**config.mk**
```make
export PLATFORM = sky130hd
export DESIGN_NAME = emu_trace_arbiter
export DESIGN_NICKNAME = d
export VERILOG_FILES = /design/src/rtl/emu_trace_arbiter.sv
export SDC_FILE = /design/constraint.sdc
export NUM_CORES = 1
export LEC_CHECK = 0
export ABC_AREA = 1
export CORE_MARGIN = 10
export CORE_UTILIZATION = 42
export DETAILED_ROUTE_END_ITERATION = 7
export PLACE_DENSITY_LB_ADDON = 0.25
export SKIP_LAST_GASP = 1
export SYNTH_ARGS = -nofsm -noshare
export SYNTH_HDL_FRONTEND = slang
export SYNTH_SLANG_ARGS = --single-unit
```
**constraint.sdc**
```tcl
create_clock -name clk -period 4.38 [get_ports clk]
set_input_delay 0.876 -clock clk [delete_from_list [all_inputs] [get_ports clk]]
set_output_delay 0.876 -clock clk [all_outputs]
set_load 0.01 [all_outputs]
```
**src/rtl/emu_trace_arbiter.sv**
```systemverilog
`default_nettype none
// ============================================================================
// Module   : emu_trace_arbiter
// Purpose  : Round-robin N:1 trace merger feeding a single-entry output slot.
//            Optional 64-bit acceptance timestamp: EMU_TRACE_ARB_TS_EN.
// Revision : 1.0 - initial release
// ============================================================================
module emu_trace_arbiter #(
    parameter  int NUM_PORTS  = 4,
    parameter  int DATA_WIDTH = 32,
    localparam int ID_WIDTH   = $clog2(NUM_PORTS)
) (
    input  logic                            clk,
    input  logic                            rst,
    input  logic                            pause,
    input  logic [NUM_PORTS-1:0]            in_valid,
    output logic [NUM_PORTS-1:0]            in_ready,
    input  logic [NUM_PORTS*DATA_WIDTH-1:0] in_data,
    output logic                            out_valid,
    input  logic                            out_ready,
    output logic [DATA_WIDTH-1:0]           out_data,
    output logic [ID_WIDTH-1:0]             out_id
`ifdef EMU_TRACE_ARB_TS_EN
    ,
    output logic [63:0]                     out_ts
`endif
);

    localparam logic [ID_WIDTH:0]   C_NUM     = (ID_WIDTH+1)'(NUM_PORTS);
    localparam logic [ID_WIDTH-1:0] C_LAST_ID = ID_WIDTH'(NUM_PORTS - 1);

    logic                  out_valid_q, out_valid_d;
    logic [DATA_WIDTH-1:0] out_data_q,  out_data_d;
    logic [ID_WIDTH-1:0]   out_id_q,    out_id_d;
    logic [ID_WIDTH-1:0]   rr_ptr_q,    rr_ptr_d;

    logic                  w_slot_free;
    logic                  w_can_grant;
    logic                  w_found;
    logic                  w_xfer;
    logic [ID_WIDTH-1:0]   w_gnt_idx;
    logic [ID_WIDTH:0]     w_pos;
    logic [NUM_PORTS-1:0]  w_grant;
    logic [DATA_WIDTH-1:0] w_sel_data;

    assign w_slot_free = ~out_valid_q | out_ready;
    assign w_can_grant = w_slot_free & ~pause & ~rst;

    // Scan from rr_ptr upward; the extra bit in w_pos lets the sum exceed
    // NUM_PORTS before folding back, so non-power-of-2 counts wrap correctly.
    always_comb begin
        w_found   = 1'b0;
        w_gnt_idx = '0;
        w_pos     = '0;
        for (int k = 0; k < NUM_PORTS; k++) begin
            w_pos = {1'b0, rr_ptr_q} + (ID_WIDTH+1)'(k);
            if (w_pos >= C_NUM) begin
                w_pos = w_pos - C_NUM;
            end
            if (!w_found && in_valid[w_pos[ID_WIDTH-1:0]]) begin
                w_found   = 1'b1;
                w_gnt_idx = w_pos[ID_WIDTH-1:0];
            end
        end
    end

    always_comb begin
        w_grant = '0;
        if (w_can_grant && w_found) begin
            w_grant[w_gnt_idx] = 1'b1;
        end
    end

    assign w_xfer     = |w_grant;
    assign in_ready   = w_grant;
    assign w_sel_data = in_data[w_gnt_idx*DATA_WIDTH +: DATA_WIDTH];

    // A load takes priority over a drain, giving back-to-back beats with no bubble.
    always_comb begin
        out_valid_d = out_valid_q;
        out_data_d  = out_data_q;
        out_id_d    = out_id_q;
        rr_ptr_d    = rr_ptr_q;
        if (w_xfer) begin
            out_valid_d = 1'b1;
            out_data_d  = w_sel_data;
            out_id_d    = w_gnt_idx;
            rr_ptr_d    = (w_gnt_idx == C_LAST_ID) ? '0 : w_gnt_idx + 1'b1;
        end else if (out_ready) begin
            out_valid_d = 1'b0;
        end
    end

    always_ff @(posedge clk) begin
        if (rst) begin
            out_valid_q <= 1'b0;
            out_data_q  <= '0;
            out_id_q    <= '0;
            rr_ptr_q    <= '0;
        end else begin
            out_valid_q <= out_valid_d;
            out_data_q  <= out_data_d;
            out_id_q    <= out_id_d;
            rr_ptr_q    <= rr_ptr_d;
        end
    end

    assign out_valid = out_valid_q;
    assign out_data  = out_data_q;
    assign out_id    = out_id_q;

`ifdef EMU_TRACE_ARB_TS_EN
    logic [63:0] ts_cnt_q;
    logic [63:0] out_ts_q;

    always_ff @(posedge clk) begin
        if (rst) begin
            ts_cnt_q <= '0;
            out_ts_q <= '0;
        end else begin
            ts_cnt_q <= ts_cnt_q + 64'd1;
            if (w_xfer) begin
                out_ts_q <= ts_cnt_q;
            end
        end
    end

    assign out_ts = out_ts_q;
`endif

endmodule
`default_nettype wire

```
; ---- Word-level counts from Yosys, hierarchy flattened
; Cells that the tools add are included.
[classes]
add_sub_neg = 8
n_lt_le_gt_ge = 10
n_eq_ne = 1
shifts = 1
mux = 26
bitwise = 6
n_reduce_logical = 10
[ops]
columns = operator, count
row1 = indexed part select 128 x 8 -> 32 bit, 1
row2 = two-way mux 2 bit, 9
row3 = "less-than comparator 2 x 3 -> 1 bit, second input constant", 5
row4 = two-way mux 1 bit, 11
row5 = "greater-or-equal comparator 3 bit, second input constant", 3
row6 = binary-select mux 1 bit (select 2 bit), 4
row7 = "subtractor 2 x 1 -> 2 bit, second input constant", 4
row8 = "adder 2 x 2 -> 3 bit, second input constant", 2
row9 = logical AND 1 bit, 5
row10 = two-way mux 4 bit, 1
row11 = OR reduction 4 bit, 1
row12 = "adder 2 x 1 -> 3 bit, second input constant", 1
row13 = "greater-or-equal comparator 2 x 3 -> 1 bit, second input constant", 1
row14 = zero test 1 bit, 3
row15 = NOT 1 bit, 3
row16 = "adder 2 x 1 -> 2 bit, second input constant", 1
row17 = bitwise AND 1 bit, 2
row18 = demux 1 bit (select 2 bit), 1
row19 = "== test 2 bit, second input constant", 1
row20 = "greater-or-equal comparator 2 x 1 -> 1 bit, second input constant", 1
row21 = nonzero test 2 bit, 1
row22 = OR 1 bit, 1
[word_totals]
register_bits = 37
out_inout_bits = 39
wordCells = 66

; ---- Logic depth before layout (Yosys ltp)
[depth]
ltp_word = 21
mapped_depth = 19
ltp_nobuf = 16

; ---- Worst setup path before layout
; Ideal clock, no wire load.
[synth_path]
kind = in2out
startpoint = input port in_valid[3]
endpoint = output port in_ready[3]
t_arrival_ps = 2394
t_required_ps = 3504
setup_slack_ps = 1110
cell_stages = 15
path_buffers = 3
path_cell_list = inv_1 > nand2_1 > nand3_1 > nand2_2 > nor2_2 > nand3_1 > nand2_2 > nand2_2 > buf_6 > inv_2 > buf_4 > ha_1 > nand2_1 > buf_2 > inv_1
[synth_via]
elab_chain_len = 17
word_cells_on_any_way = 29
[synth_rtl]
columns = element, line
row1 = start: declaration, 16  ; input logic [NUM_PORTS-1:0] in_valid,
row2 = binary-select mux 1 bit (select 2 bit), 60  ; if (!w_found && in_valid[w_pos[ID_WIDTH-1:0]]) begin
row3 = two-way mux 1 bit (not written as such), 60
row4 = two-way mux 1 bit, 60
row5 = zero test 1 bit, 60
row6 = logical AND 1 bit, 60
row7 = two-way mux 1 bit, 60
row8 = zero test 1 bit, 60
row9 = logical AND 1 bit, 60
row10 = two-way mux 1 bit, 60
row11 = zero test 1 bit, 60
row12 = logical AND 1 bit, 60
row13 = two-way mux 2 bit, 60
row14 = less-than comparator 2 x 3 -> 1 bit (not written as such) or greater-or-equal comparator 2 x 1 -> 1 bit (tied branches), 70  ; w_grant[w_gnt_idx] = 1'b1;
row15 = logical AND 1 bit (not written as such), 70
row16 = two-way mux 1 bit (not written as such), 70
row17 = demux 1 bit (select 2 bit), 70
row18 = two-way mux 4 bit (*), 69  ; if (w_can_grant && w_found) begin
row19 = end: declaration, 17  ; output logic [NUM_PORTS-1:0] in_ready,
; Every way passes the cells marked *; elsewhere a longest branch is shown, timed or not. The select of a mux whose other input is x is not followed.

; ---- Final worst setup path
[layout_path]
startpoint = input port in_valid[0]
endpoint = output port in_ready[1]
; The elaborated chain is that of the path after synthesis.

==> impl_metrics.ini <==
[clock_tree]
insertion_delay_ps = 290
clockRootBuffer = clkbuf_8
htreeDepth = 2
cts.sinks = 37
cts_buffer_depth = 2
post_cts_buffers = 0
cts_tree = done
cts_buffers = 5
cts.repair.resized = 0
cts_hold_buffers = 0
cts.clk_slew.worst_paths_ps = 80

[sta]
holdWs_ps = 492.2
setup_violations = 0
tns_ps = 0
tightest_slew_ps = 424.7
hold_violations = 0
relSlewSlack = 0.7165
rsz0062_at_grt = no
max_freq_ghz = 0.2462
worst_slack_ps = 318.9
min_period_ps = 4061
fin_worst_skew_ps = 2.357
slew_violations = 0
finalCritPeriodShare = 0.9272

[route]
firstDrtPassIters = 4
post-route-drc-count = 0
ant_nets = 0
drt_wl_total_mm = 12.18
vias = 4010
via_per_inst = 4.938
wire_per_inst_um = 15.00
drt-initial-drc-count = 204

[floorplanning]
num_io_pins = 175
die_w_um = 104.9
die_y_um = 104.9
dieArea_um2 = 11000
initial_core_util = 0.4382
placementRows = 30
core_area_um2 = 6907

[yosys]
synth_top_cells_by_area = nand2_1 (26%), dfxtp_1 (24%), nand3_1 (13%), inv_1 (7.6%), nor2_1 (5.8%)
avgSynthCellArea_um2 = 5.405
netlist_instances = 560
yosysUniqueCellTypes = 22
netlist_area_um2 = 3027
ys_seq_area_frac = 0.2447
synth_area_leader_cell = nand2_1
synth_nets = 697
ys_warn_count = 0
ys_ff_latch = 37
synth_top_area_frac = 0.2592

[setup_path]
cp.required_ps = 3500
worst_setup_path_end_kind = primary output
cp-start-kind = input pin
r2r_start = rr_ptr_q[0]$_SDFFE_PP0P_
worstRegToRegCells = 18
crit_path_start = in_valid[0]
cp_data_arrival_time_ps = 3190
r2r_end = out_data[26]$_SDFFE_PP0P_
critical_path_class = input pin to primary output
crit_path_max_fanout = 22
reg2reg_slack_ps = 1530
endpoint = in_ready[1]

[global_route]
grt_pass1_wl_mm = 19.48
grt_start_max_net_pins = 41
grt.total_usage = 0.2110
grt_pass1_vias = 3960
grt_antenna_before_repair = 0
overflow = 0

[worst_hold_path]
hold_path_class = flop to flop
min_delay_path_depth = 2

[power_and_ir_drop]
total_power_w = 0.003033
power_density_nw_per_um2 = 617.1
internal_power_w = 0.001560
pwr-share-comb = 0.692
p_leak_nw = 2.353
swShare = 0.4857
power_frac_seq = 0.188
ir_drop_v = 0.0003822
switchingPower_w = 0.001473
pwr-share-clk = 0.120

[placement]
post-place-ws_ps = 357.3
port_buffers = 174
globalplace.congestion = 0.9163
hpwl_mm = 9.613

[cells_and_area]
drive_above_1_share = 0.05447
fin_util = 0.7118
n_antenna_cell = 0
regArea_um2 = 740.7
syn_to_final_growth_pct = 62.42
final.fill_count = 654
fin_nets = 852
multi_input_area_um2 = 1827

[job]
maxCapViolCount = 0

[run_status]
status = completed
[cell usage in the layout (no fill, tap or decap), drive strengths merged]
| master | instances |
|---|---|
| nand2 | 216 |
| clkdlybuf4s50 | 174 |
| nand3 | 79 |
| inv | 68 |
| nor2 | 49 |
| dfxtp | 37 |
| o21ai | 26 |
| a21oi | 24 |
| nand4 | 20 |
| buf | 13 |
| clkbuf | 5 |
| bufinv | 2 |
| nor3 | 1 |
| or2 | 1 |
| ha | 1 |
[layout make-up]
class                           instances  share of cell area
Timing Repair Buffer                  187              0.3741
Multi-Input combinational cell        417              0.3716
Sequential cell                        37              0.1507
Inverter                               67             0.05116
Tap cell                               96             0.02443
Clock buffer                            5             0.01400
Clock inverter                          3             0.01400
[cell usage after synthesis]
library cell  number
dfxtp_1           37
nand2_1          209
buf_1              3
nor3_1             1
nor2_4             1
inv_2              6
buf_6              3
o21ai_1           11
ha_1               1
a21oi_1           24
nand2_2            7
nand3_2            2
nand3_1           77
buf_2             19
buf_4              4
or2_2              1
nand4_1           20
inv_1             61
nor2_1            47
o21ai_0           15
nor2_2             1
clkbuf_1          10
[metrics by stage]
step                std cells  cell area (um^2)
global route              812              4916
CTS                       812              4916
floorplan                 560              3027
finish                    812              4916
global placement          804              4778
detailed placement        804              4778
[flip-flops by register name, indices dropped and copies added, names as in the netlist]
register	flops
out_valid	1
rr_ptr_q	2
out_data	32
out_id	2
[worst max-delay path, stage by stage]
cell and delay [ps]:
clkdlybuf4s50_1 490, inv_1 60, nand2_1 100, nand3_1 110
nand2_1 140, inv_1 70, nand2_1 90, nor2_1 70
nor2_4 140, buf_4 270, nand2_2 80, nor2_1 90
clkdlybuf4s50_1 590
[cells by family after synthesis]
| logic type | Yosys count | share of synthesized area |
|---|---|---|
| adders and majority gates | 1 | 0.004133 |
| buffers and inverters | 106 | 0.1517 |
| AOI/OAI and AO/OA | 50 | 0.08268 |
| and+or+nand+nor | 366 | 0.5167 |
| DFF | 37 | 0.2447 |
[worst min path at each step]
stage | start | to | slack [ps]
2_1_floorplan | out_id[1]$_SDFFE_PP0P_ | out_id[1]$_SDFFE_PP0P_ | 480
3_3_place_gp | out_id[1]$_SDFFE_PP0P_ | out_id[1]$_SDFFE_PP0P_ | 460
3_5_place_dp | out_id[1]$_SDFFE_PP0P_ | out_id[1]$_SDFFE_PP0P_ | 470
4_1_cts | out_data[2]$_SDFFE_PP0P_ | out_data[2]$_SDFFE_PP0P_ | 500
5_1_grt | out_data[15]$_SDFFE_PP0P_ | out_data[15]$_SDFFE_PP0P_ | 510
6_report | out_data[16]$_SDFFE_PP0P_ | out_data[16]$_SDFFE_PP0P_ | 490
[power by group through the flow]
stage                     Sequential, W  Combinational, W  Clock (W)
after floorplan                0.000623           0.00136          0
after global placement         0.000568           0.00206          0
after detailed placement       0.000572           0.00210          0
after CTS                      0.000570           0.00211   0.000371
after global routing           0.000587           0.00237   0.000385
final                          0.000570           0.00210   0.000363
[metal layers]
layer / GRT usage / vias to the layer above / share of wire
met4: 0.06373 / 0 / 0.022
met3: 0.07064 / 18 / 0.073
li1: - / 2062 / -
met1: 0.2289 / 1795 / 0.39
met2: 0.3781 / 135 / 0.52
met5: 0 / - / 0
No activity file was read; power rests on OpenSTA's default activity.
